==> config.mk <==
export PLATFORM = sky130hd
export DESIGN_NAME = ir_err_gen
export DESIGN_NICKNAME = d
export VERILOG_FILES = /design/src/rtl/ir_pkg.sv /design/src/rtl/sat_s18_to_s16.sv /design/src/rtl/ir_err_gen.sv
export SDC_FILE = /design/constraint.sdc
export NUM_CORES = 1
export LEC_CHECK = 0
export CORE_ASPECT_RATIO = 1.25
export CORE_UTILIZATION = 38
export DETAILED_ROUTE_END_ITERATION = 8
export GPL_ROUTABILITY_DRIVEN = 0
export GPL_TIMING_DRIVEN = 0
export HOLD_SLACK_MARGIN = 0.08
export PLACE_DENSITY = 0.68
export SLEW_MARGIN = 25
export SYNTH_ARGS = -nofsm -noshare
export SYNTH_HDL_FRONTEND = slang
export SYNTH_HIERARCHICAL = 1
export SYNTH_SLANG_ARGS = --single-unit
==> constraint.sdc <==
create_clock -name clk -period 13.8 [get_ports clk]
set_clock_uncertainty 0.2 [all_clocks]
set_input_delay 2.76 -clock clk [delete_from_list [all_inputs] [get_ports clk]]
set_output_delay 2.76 -clock clk [all_outputs]
set_load 0.005 [all_outputs]
==> src/rtl/ir_pkg.sv <==
// ---------------------------------------------------------------------------
// ir_pkg -- shared definitions for the IR line-sensor error generator.
//
// Contents:
//   ir_state_e     sequencer states (IDLE, SETTLE, STRT, WAIT, DONE)
//   NUM_SENSORS    number of IR sensors sampled per frame
//   SAT_POS/NEG    16-bit signed saturation results
//   S16_MAX/MIN    18-bit signed limits used by the saturator
//   w_shift()      weight magnitude as a shift amount, per sensor index
//   w_neg()        weight sign, taken from index bit 2 (left half negative)
//   weighted_term  signed w[idx]*res built with a shift and conditional negate
// ---------------------------------------------------------------------------
package ir_pkg;

  typedef enum logic [2:0] {
    IDLE   = 3'd0,
    SETTLE = 3'd1,
    STRT   = 3'd2,
    WAIT   = 3'd3,
    DONE   = 3'd4
  } ir_state_e;

  localparam int NUM_SENSORS = 8;

  localparam logic [15:0] SAT_POS = 16'h7FFF;
  localparam logic [15:0] SAT_NEG = 16'h8000;

  localparam logic signed [17:0] S16_MAX = 18'sd32767;
  localparam logic signed [17:0] S16_MIN = -18'sd32768;

  // Weight magnitudes 8,4,2,1,1,2,4,8 expressed as shift amounts 3,2,1,0,0,1,2,3.
  function automatic logic [1:0] w_shift(input logic [2:0] idx);
    logic [1:0] sh;
    case (idx)
      3'd0:    sh = 2'd3;
      3'd1:    sh = 2'd2;
      3'd2:    sh = 2'd1;
      3'd3:    sh = 2'd0;
      3'd4:    sh = 2'd0;
      3'd5:    sh = 2'd1;
      3'd6:    sh = 2'd2;
      default: sh = 2'd3;
    endcase
    return sh;
  endfunction

  // Sensors 0..3 sit left of centre and pull the error negative.
  function automatic logic w_neg(input logic [2:0] idx);
    return ~idx[2];
  endfunction

  // Largest magnitude is 4095 << 3 = 32760, which fits in 15 bits.
  function automatic logic signed [17:0] weighted_term(input logic [2:0]  idx,
                                                       input logic [11:0] res);
    logic [14:0]        mag;
    logic signed [17:0] term;
    mag  = {3'b000, res} << w_shift(idx);
    term = $signed({3'b000, mag});
    return w_neg(idx) ? -term : term;
  endfunction

endpackage

==> src/rtl/sat_s18_to_s16.sv <==
// ---------------------------------------------------------------------------
// sat_s18_to_s16 -- combinational signed saturator, 18-bit in, 16-bit out.
//
// Ports:
//   din   in  18  signed value
//   dout  out 16  din clamped to [-32768, 32767], two's complement
// ---------------------------------------------------------------------------
module sat_s18_to_s16
  import ir_pkg::*;
(
  input  logic signed [17:0] din,
  output logic        [15:0] dout
);

  always_comb begin
    dout = din[15:0];
    if (din > S16_MAX) begin
      dout = SAT_POS;
    end else if (din < S16_MIN) begin
      dout = SAT_NEG;
    end
  end

endmodule

==> src/rtl/ir_err_gen.sv <==
// ---------------------------------------------------------------------------
// ir_err_gen -- sequences the 8 IR line sensors through the A2D converter and
// produces a saturated, signed, weighted left/right error for the PID block.
//
// Each frame: enable emitters, wait SETTLE_CYC cycles, then convert channels
// 0..7 back to back, accumulating w[idx]*res. At the end of a full frame the
// saturated error and a line-present flag are published with err_vld.
//
// Handshakes:
//   A2D side : strt_cnv is a one-cycle request while chnnl selects the
//              channel; the converter answers with a one-cycle cnv_cmplt and
//              res valid in that same cycle. Only one conversion is ever in
//              flight, and it is always allowed to finish.
//   PID side : err_vld is a one-cycle strobe in the cycle error and
//              line_present take their new values; both hold otherwise.
//
// Ports:
//   clk           in   1  system clock
//   rst_n         in   1  asynchronous reset, active-low
//   go            in   1  frames run only while high
//   cnv_cmplt     in   1  A2D conversion complete pulse
//   res           in  12  A2D result for the current channel
//   strt_cnv      out  1  conversion request
//   chnnl         out  3  channel select, 0 = leftmost sensor
//   IR_en         out  1  IR emitter enable (registered)
//   error         out 16  signed weighted error, + means line right of centre
//   err_vld       out  1  error/line_present update strobe
//   line_present  out  1  any sensor >= LINE_THRESH during last full frame
// ---------------------------------------------------------------------------
module ir_err_gen
  import ir_pkg::*;
#(
  parameter int          SETTLE_CYC  = 4096,
  parameter logic [11:0] LINE_THRESH = 12'h800
) (
  input  logic        clk,
  input  logic        rst_n,
  input  logic        go,
  input  logic        cnv_cmplt,
  input  logic [11:0] res,
  output logic        strt_cnv,
  output logic [2:0]  chnnl,
  output logic        IR_en,
  output logic [15:0] error,
  output logic        err_vld,
  output logic        line_present
);

  localparam int CNT_W = (SETTLE_CYC > 1) ? $clog2(SETTLE_CYC) : 1;
  localparam logic [CNT_W-1:0] SETTLE_LAST = CNT_W'(SETTLE_CYC - 1);

  ir_state_e          state;
  logic [2:0]         idx;
  logic [CNT_W-1:0]   settle_cnt;
  logic signed [17:0] accum;
  logic signed [17:0] accum_upd;
  logic               seen;
  logic [15:0]        sat_out;

  // Worst-case |accum| is 15*4095 = 61425, well inside 18 bits signed.
  assign accum_upd = accum + weighted_term(idx, res);

  sat_s18_to_s16 u_sat (
    .din  (accum),
    .dout (sat_out)
  );

  // Request is gated by go so dropping go in STRT issues nothing.
  assign strt_cnv = (state == STRT) && go;
  assign chnnl    = idx;

  always_ff @(posedge clk or negedge rst_n) begin
    if (!rst_n) begin
      state        <= IDLE;
      idx          <= 3'd0;
      settle_cnt   <= '0;
      accum        <= '0;
      seen         <= 1'b0;
      IR_en        <= 1'b0;
      error        <= 16'h0000;
      err_vld      <= 1'b0;
      line_present <= 1'b0;
    end else begin
      err_vld <= 1'b0;
      case (state)
        IDLE: begin
          if (go) begin
            accum      <= '0;
            seen       <= 1'b0;
            idx        <= 3'd0;
            settle_cnt <= '0;
            IR_en      <= 1'b1;
            state      <= SETTLE;
          end
        end

        SETTLE: begin
          if (!go) begin
            IR_en <= 1'b0;
            state <= IDLE;
          end else if (settle_cnt == SETTLE_LAST) begin
            state <= STRT;
          end else begin
            settle_cnt <= settle_cnt + CNT_W'(1);
          end
        end

        STRT: begin
          if (!go) begin
            IR_en <= 1'b0;
            state <= IDLE;
          end else begin
            state <= WAIT;
          end
        end

        WAIT: begin
          // go is only honoured once the in-flight conversion has landed.
          if (cnv_cmplt) begin
            accum <= accum_upd;
            seen  <= seen | (res >= LINE_THRESH);
            if (!go) begin
              IR_en <= 1'b0;
              state <= IDLE;
            end else if (idx == 3'd7) begin
              IR_en <= 1'b0;
              state <= DONE;
            end else begin
              idx   <= idx + 3'd1;
              state <= STRT;
            end
          end
        end

        DONE: begin
          error        <= sat_out;
          line_present <= seen;
          err_vld      <= 1'b1;
          if (go) begin
            accum      <= '0;
            seen       <= 1'b0;
            idx        <= 3'd0;
            settle_cnt <= '0;
            IR_en      <= 1'b1;
            state      <= SETTLE;
          end else begin
            state <= IDLE;
          end
        end

        default: begin
          IR_en <= 1'b0;
          state <= IDLE;
        end
      endcase
    end
  end

endmodule
# Yosys cells after proc, flatten, opt, wreduce, memory -nomap -nowiden
# Cells that the tools add are included.
classes:
  n_addsub: 4
  n_eq_ne: 22
  n_mul: 0
  bitwise_logic: 1
  div: 0
  magnitude_cmp: 3
  n_reduce_logical: 14
  muxes: 35
  shift: 1
op_table:
  columns: ["cell", "count"]
  rows:
  - ["$mux 18", 3]
  - ["$mux 12", 3]
  - ["$pmux 18 s2", 1]
  - ["$mux 16", 2]
  - ["$mux 3", 10]
  - ["$pmux 12 s2", 1]
  - ["$add 18x18->18", 1]
  - ["$gt 18x16->1 const B", 1]
  - ["$lt 18x16->1 const B", 1]
  - ["$neg 15->18", 1]
  - ["$eq 3x3->1 const B", 5]
  - ["$pmux 3 s5", 1]
  - ["$shl 12x2->15", 1]
  - ["$ne 2x2->1 const B", 7]
  - ["$add 12x1->12 const B", 1]
  - ["$eq 12x12->1 const B", 1]
  - ["$eq 3x2->1 const B", 4]
  - ["$ge 12x12->1 const B", 1]
  - ["$reduce_or 2->1", 5]
  - ["$mux 1", 9]
  - ["$reduce_and 4->1", 2]
  - ["$eq 3x1->1 const B", 2]
  - ["$ne 3x3->1 const B", 2]
  - ["$pmux 2 s3", 1]
  - ["other kinds (12)", 14]
word_totals:
  latch_bits: 0
  n_memories: 0
  mem_bits_ro: 0
  ram_bits: 0
  word_cells: 89
  inputBits: 16
  regBits: 56

# Longest topological paths before layout
# Gate-level depths: netlist of the first run.
depth:
  depth_word: 9
  mapped_depth: 25

# Hierarchy
# Netlist of the first run, hierarchy kept.
modules_own_cells:
  columns: ["module", "seq_area_each_um2", "area_per_inst_um2", "cells_per_inst", "n_inst"]
  rows:
  - ["ir_err_gen", 1401.3, 4155.2, 478, 1]
  - ["sat_s18_to_s16", 0.0, 326.6, 54, 1]

# Worst setup path after synthesis of the first run
# No wires, ideal clock.
synth_path:
  kind: "input-to-output"
  start: "input port go"
  end: "output port strt_cnv"
  t_required_ps: 10840
  path_buffers: 0
  arrival_ps: 3078
  setup_slack_ps: 7762
  path_stages: 2
  path_cell_list: "nand2b_1 > nor3b_1"
synth_via:
  elab_chain_len: 1
synth_lines:
  columns: ["item", "line", "text"]
  rows:
  - ["from (decl)", "ir_err_gen.sv:38", "input logic go,"]
  - ["$logic_and 1x1->1", "ir_err_gen.sv:69", "assign strt_cnv = (state == STRT) && go;"]
  - ["to (decl)", "ir_err_gen.sv:41", "output logic strt_cnv,"]
# Every way passes these cells.

# Worst setup path in the final report of the first run
# Ends and elaborated chain as after synthesis.

==> results of run 1 <==
## state kept, by name, summed over array words and instances (netlist names)
signal	count
accum	18
seen	1
line_present	1
err_vld	1
IR_en	1
state	3
error	16
chnnl	3
settle_cnt	12
## logic make-up (layout without fill, tap and decap cells)
group / after synthesis / count (layout) / share of synthesized area, %
xor+xnor: 29 / 29 / 5.67
flops: 56 / 56 / 31.3
mux: 28 / 28 / 6.76
fa+ha+maj: 25 / 25 / 7.15
buf+inv: 51 / 95 / 5.28
compound gates: 165 / 165 / 25.0
simple gates: 178 / 178 / 18.9
## cell usage in the layout, fill, tap and decap left out, types with 13 or more instances in the layout
master and n:
a21boi_1 14, a21oi_1 31, clkbuf_1 14, clkdlybuf4s50_1 37, dfrtp_1 56, ha_1 24, inv_1 23, mux2_2 18
nand2_1 43, nand3_1 29, nor2_1 48, nor3_1 13, o21ai_0 33, o22ai_1 18, xor2_1 17
## path summary, 6_finish.rpt
kind                            depth (start not counted)      start       endpoint  slack [ns]
worst max-delay path                                    4         go       strt_cnv        6.49
min in group asynchronous                               1      rst_n      error[13]        2.12
worst max register to register                         21   chnnl[0]      accum[17]        8.12
worst min-delay path                                    1  error[11]      error[11]        0.30
max in group asynchronous                               2      rst_n  settle_cnt[8]       10.80
worst min register to register                          1  error[11]      error[11]        0.30
## metrics by stage
step	std cells	area, um2
final	714	5180
after global routing	714	5180
after CTS	714	5180
after detailed placement	709	5050
after global placement	708	5030
after floorplan	532	4480
## worst max-delay path: stages
cell and delay [ns]:
clkdlybuf4s50_1 0.64, nand2b_1 0.20, nor3b_1 0.22, clkdlybuf4s50_1 0.53
## power by group through the flow
| stage | clock network (mW) | registers, mW | logic [mW] |
|---|---|---|---|
| floorplan | 0 | 0.219 | 0.611 |
| global placement | 0 | 0.228 | 0.747 |
| detailed placement | 0 | 0.229 | 0.767 |
| CTS | 0.122 | 0.227 | 0.772 |
| global route | 0.127 | 0.232 | 0.871 |
| finish | 0.119 | 0.226 | 0.777 |
## routing by layer
metal	share of wire, %	up-vias	GRT usage (%)
met5	0	-	0
met4	2.2	0	6.80
met3	4.2	17	2.66
met2	49	112	34.2
met1	44	1955	22.4
li1	-	2037	-
## area by class of cell
cell class                      count  area (um2)  area share (%)
Multi-Input combinational cell    425        2840            54.9
Sequential cell                    56        1400            27.1
Timing Repair Buffer               39         398            7.68
Tap cell                          138         173            3.33
Buffer                             28         150            2.90
Clock buffer                        5         125            2.42
Inverter                           23        86.3            1.67
==> flow_metrics.py, run 1 <==
metrics = {
    "run_status": {
        "outcome": "finished clean",
    },
    "die": {
        "die_area_um2": 12200,
        "floorplan.io_pins": 39,
        "start_util_pct": 38.8,
        "core_area_um2": 11600,
        "rows": 44,
        "dieHeight_um": 123,
        "die_w_um": 99.1,
    },
    "power_and_ir_drop": {
        "p_seq_share_pct": 20.2,
        "p_comb_share_pct": 69.2,
        "p_leak_nw": 2.30,
        "internal-power_mw": 0.580,
        "clockPowerShare_pct": 10.6,
        "p_sw_share_pct": 48.3,
        "power_switching_mw": 0.542,
        "finalPower_mw": 1.12,
        "vdd_drop_max_uv": 109,
        "pwr_density_cell_nw_per_um2": 217,
    },
    "placement": {
        "io_buffers": 38,
        "pre_cts_ws_ns": 6.52,
        "hpwl_um": 8650,
    },
    "global_routing": {
        "grt_usage_pct": 18.7,
        "antenna_found_initial": 0,
        "grt-ovfl-total": 0,
        "grt_start_max_net_pins": 41,
        "grt_pass1_wl_um": 18500,
        "grt_pass1_vias": 4010,
    },
    "yosys": {
        "netlist_top_cells_area": "dfrtp_1, ha_1, mux2_2",
        "ys_types": 62,
        "synth_common_cells": "dfrtp_1, nor2_1, nand2_1",
        "yosysWarnings": 6,
        "synth-async-reset-ratio_pct": 100,
        "synth-seq-area-share_pct": 31.3,
        "syn_inst": 532,
        "synth.top_cell.area_share_pct": 31.3,
        "synth.largest_area_cell": "dfrtp_1",
        "ys.flop_type": "dfrtp_1",
        "synth_edf_count": 0,
        "netlist_area_um2": 4480,
        "yosysMostFrequentCell": "dfrtp_1",
        "ys_ff_latch": 56,
        "synth_nets": 573,
        "synth_area_per_cell_um2": 8.42,
    },
    "timing": {
        "hold_slack_ns": 0.304,
        "rsz0062_at_grt": "no",
        "worst_slew_pin_slew_ns": 0.657,
        "finalWorstSetupSlack_ns": 6.49,
        "slew_violations": 0,
        "fmax_ghz": 0.137,
        "hold_viol": 0,
        "fin_crit_sh_pct": 53.0,
        "max-slew-margin-rel_pct": 55.0,
        "setup_viol": 0,
        "period_needed_ns": 7.31,
        "tns_ns": 0,
    },
    "cts": {
        "cts_setup_buffers": 0,
        "cts_sinks": 56,
        "cts_tree": "done",
        "clock_latency_ns": 0.30,
        "clk_path_buf_depth": 2,
        "cts_inserted_buffers": 5,
        "clkSlewWorstSetupHoldPaths_ns": 0.06,
        "cts_hold_buf": 0,
        "cts_resized": 0,
        "htreeDepth": 2,
        "cts_root_buf": "clkbuf_16",
    },
    "finish": {
        "final_util_pct": 44.8,
        "final_nets": 619,
        "antenna-diode-count": 0,
        "num-fill-cells": 1154,
        "drive_gt1_share_pct": 8.68,
        "syn_to_final_growth_pct": 15.5,
    },
    "job": {
        "maxCapViolCount": 0,
    },
    "worst_hold_path": {
        "hold_path.class": "reg -> reg",
    },
    "critical_path": {
        "worstPathArrival_ns": 4.35,
        "path_class": "in -> out",
        "critical_path_required_ns": 10.84,
        "worstPathMaxFanout": 8,
        "worst_setup_path_start_kind": "input port",
        "critPathCaptureType": "output pin",
    },
    "drt": {
        "wirelength_um": 11000,
        "vias": 4121,
        "drc_errors": 0,
        "detail_route.first_pass.iterations": 5,
        "wl_per_cell_um": 15.4,
        "ant_nets": 0,
        "drt-initial-drc-count": 202,
        "post_drt_via_cell_ratio": 5.77,
    },
}
(Power assumes the default switching activity.)
==> inputs of run 2 (changes only) <==
Settings changed: PLACE_DENSITY 0.68 to 0.71.
Clock period 13.8 ns to 6.2 ns, I/O delays scaled along.
==> run 2 against run 1 <==
Register-to-register slack got worse by 7.7 ns. Cell count is 0.42% higher. Sequential cell count is the same. Critical endpoint is now accum[17].
==> flow_metrics.py, run 2 (synthesis gave the netlist of run 1 again) <==
metrics = {
    "cts": {
        "clock_latency_ns": 0.30,
        "cts_hold_buf": 0,
        "cts_resized": 0,
        "clk_path_buf_depth": 2,
        "cts_sinks": 56,
        "clkSlewWorstSetupHoldPaths_ns": 0.07,
        "cts_inserted_buffers": 5,
        "cts_setup_buffers": 0,
        "cts_tree": "done",
        "htreeDepth": 2,
        "cts_root_buf": "clkbuf_16",
    },
    "critical_path": {
        "r2r_start": "chnnl[0]",
        "worst_setup_path_start_kind": "flop",
        "cp_slowest_cell": "nor3_1",
        "worstPathMaxFanout": 10,
        "worstPathArrival_ns": 5.75,
        "crit_top_cell": "a21oi_1",
        "critPathCaptureType": "flop",
        "cpPeakStageDelay_ns": 0.48,
        "r2r_slack_ns": 0.44,
        "reg2regPathDepth": 21,
        "path_class": "reg -> reg",
        "crit_chain": "inv_1 > ha_1 > or2_1 > buf_6 > a22oi_2 > clkbuf_1 > a21oi_1 > inv_1 > ha_1 > o2111ai_1 > nor3_1 > a21oi_1 > xor2_1 > ha_1 > and4_1 > a311oi_1 > a21oi_1 > o31ai_1 > xnor2_1 > a21oi_1 > a21o_1",
        "rr_endpoint": "accum[17]",
        "critical_path_required_ns": 6.19,
    },
    "global_routing": {
        "grt-ovfl-total": 0,
        "antenna_found_initial": 0,
        "grt_usage_pct": 19.0,
        "grt_start_max_net_pins": 41,
        "grt_pass1_vias": 4057,
        "grt_pass1_wl_um": 18900,
    },
    "finish": {
        "final_common_cell": "dfrtp_1",
        "num-fill-cells": 1143,
        "syn_to_final_growth_pct": 16.1,
        "final_nets": 619,
        "drive_gt1_share_pct": 8.98,
        "antenna-diode-count": 0,
        "final_util_pct": 45.0,
        "largest_register_ffs": 18,
        "final_cell_mix": "dfrtp_1, nor2_1, nand2_1",
        "reg_top3": "accum (18), error (16), settle_cnt (12)",
        "largest-register": "accum",
    },
    "drt": {
        "wirelength_um": 11100,
        "drt-initial-drc-count": 162,
        "dr_wl_met2_um": 5600,
        "post_drt_via_cell_ratio": 5.75,
        "ant_nets": 0,
        "wirelength_met1_um": 4920,
        "detail_route.first_pass.iterations": 6,
        "wl_per_cell_um": 15.5,
        "routed.top_layer": "met4",
        "drc_errors": 0,
        "vias": 4123,
        "wl_met3_um": 417,
    },
    "timing": {
        "max-slew-margin-rel_pct": 52.2,
        "slew_violations": 0,
        "worst_slew_pin_slew_ns": 0.699,
        "fmax_ghz": 0.174,
        "period_needed_ns": 5.76,
        "hold_viol": 0,
        "tns_ns": 0,
        "setup_viol": 0,
        "rsz0062_at_grt": "no",
        "fin_crit_sh_pct": 92.9,
    },
    "die": {
        "die_w_um": 99.1,
        "die_area_um2": 12200,
        "start_util_pct": 38.8,
        "floorplan.io_pins": 39,
        "rows": 44,
        "core_area_um2": 11600,
        "dieHeight_um": 123,
    },
    "placement": {
        "io_buffers": 38,
        "hpwl_um": 8670,
    },
    "run_status": {
        "outcome": "finished clean",
    },
    "power_and_ir_drop": {
        "pwr_density_cell_nw_per_um2": 489,
        "p_leak_nw": 2.31,
        "vdd_drop_max_uv": 201,
    },
    "worst_hold_path": {
        "min_path_cells": 2,
        "min_to": "seen",
        "hold_path.class": "reg -> reg",
        "hold_start": "seen",
    },
    "job": {
        "maxCapViolCount": 0,
    },
}
-- run 2: through the flow --
step / hold WS [ns] / setup WS [ns] / instances / area (um2) / power (mW)
6_report: 0.302 / 0.442 / 717 / 5200 / 2.54
5_1_grt: 0.325 / 0.147 / 717 / 5200 / 2.78
4_1_cts: 0.306 / 0.519 / 717 / 5200 / 2.53
3_5_place_dp: 0.288 / 0.567 / 709 / 5050 / 2.23
3_3_place_gp: 0.278 / 0.689 / 708 / 5030 / 2.16
2_1_floorplan: 0.257 / 1.40 / 532 / 4480 / 1.85
-- run 2: worst max-delay path by stage --
stage,startpoint,to,cells after the start
after detailed placement,chnnl[0],accum[17],21
after CTS,chnnl[0],accum[17],21
after global routing,chnnl[0],accum[17],21
final,chnnl[0],accum[17],21
after global placement,chnnl[0],accum[17],21
after floorplan,chnnl[0],accum[17],23
-- run 2: layer usage --
metal	vias up	GRT usage, %
met1	1950	23.1
met3	15	2.54
met5	-	0
met4	0	6.16
li1	2040	-
met2	118	34.7
-- run 2: critical path, delay by kind of cell (launching register included) --
family                     cells  cell delay (ns)
AOI/OAI and AO/OA              9             1.96
xor gates and xnor gates       2             0.36
adders and majority gates      3             0.95
and+or+nand+nor                3             0.98
buffers and inverters          4             0.76
DFF                            1             0.43
-- run 2: layout make-up --
type                            instances  area (um2)  share of cell area [%]
Buffer                                 28         150                    2.89
Clock buffer                            7         143                    2.74
Clock inverter                          1        7.51                   0.144
Inverter                               23        86.3                    1.66
Multi-Input combinational cell        425        2840                    54.7
Sequential cell                        56        1400                    26.9
Tap cell                              138         173                    3.32
Timing Repair Buffer                   39         398                    7.65
-- run 2: power breakdown --
part           internal, mW  total (mW)  switching, mW
clock                 0.161       0.296          0.134
sequential            0.431       0.504         0.0726
combinational         0.719        1.75           1.03
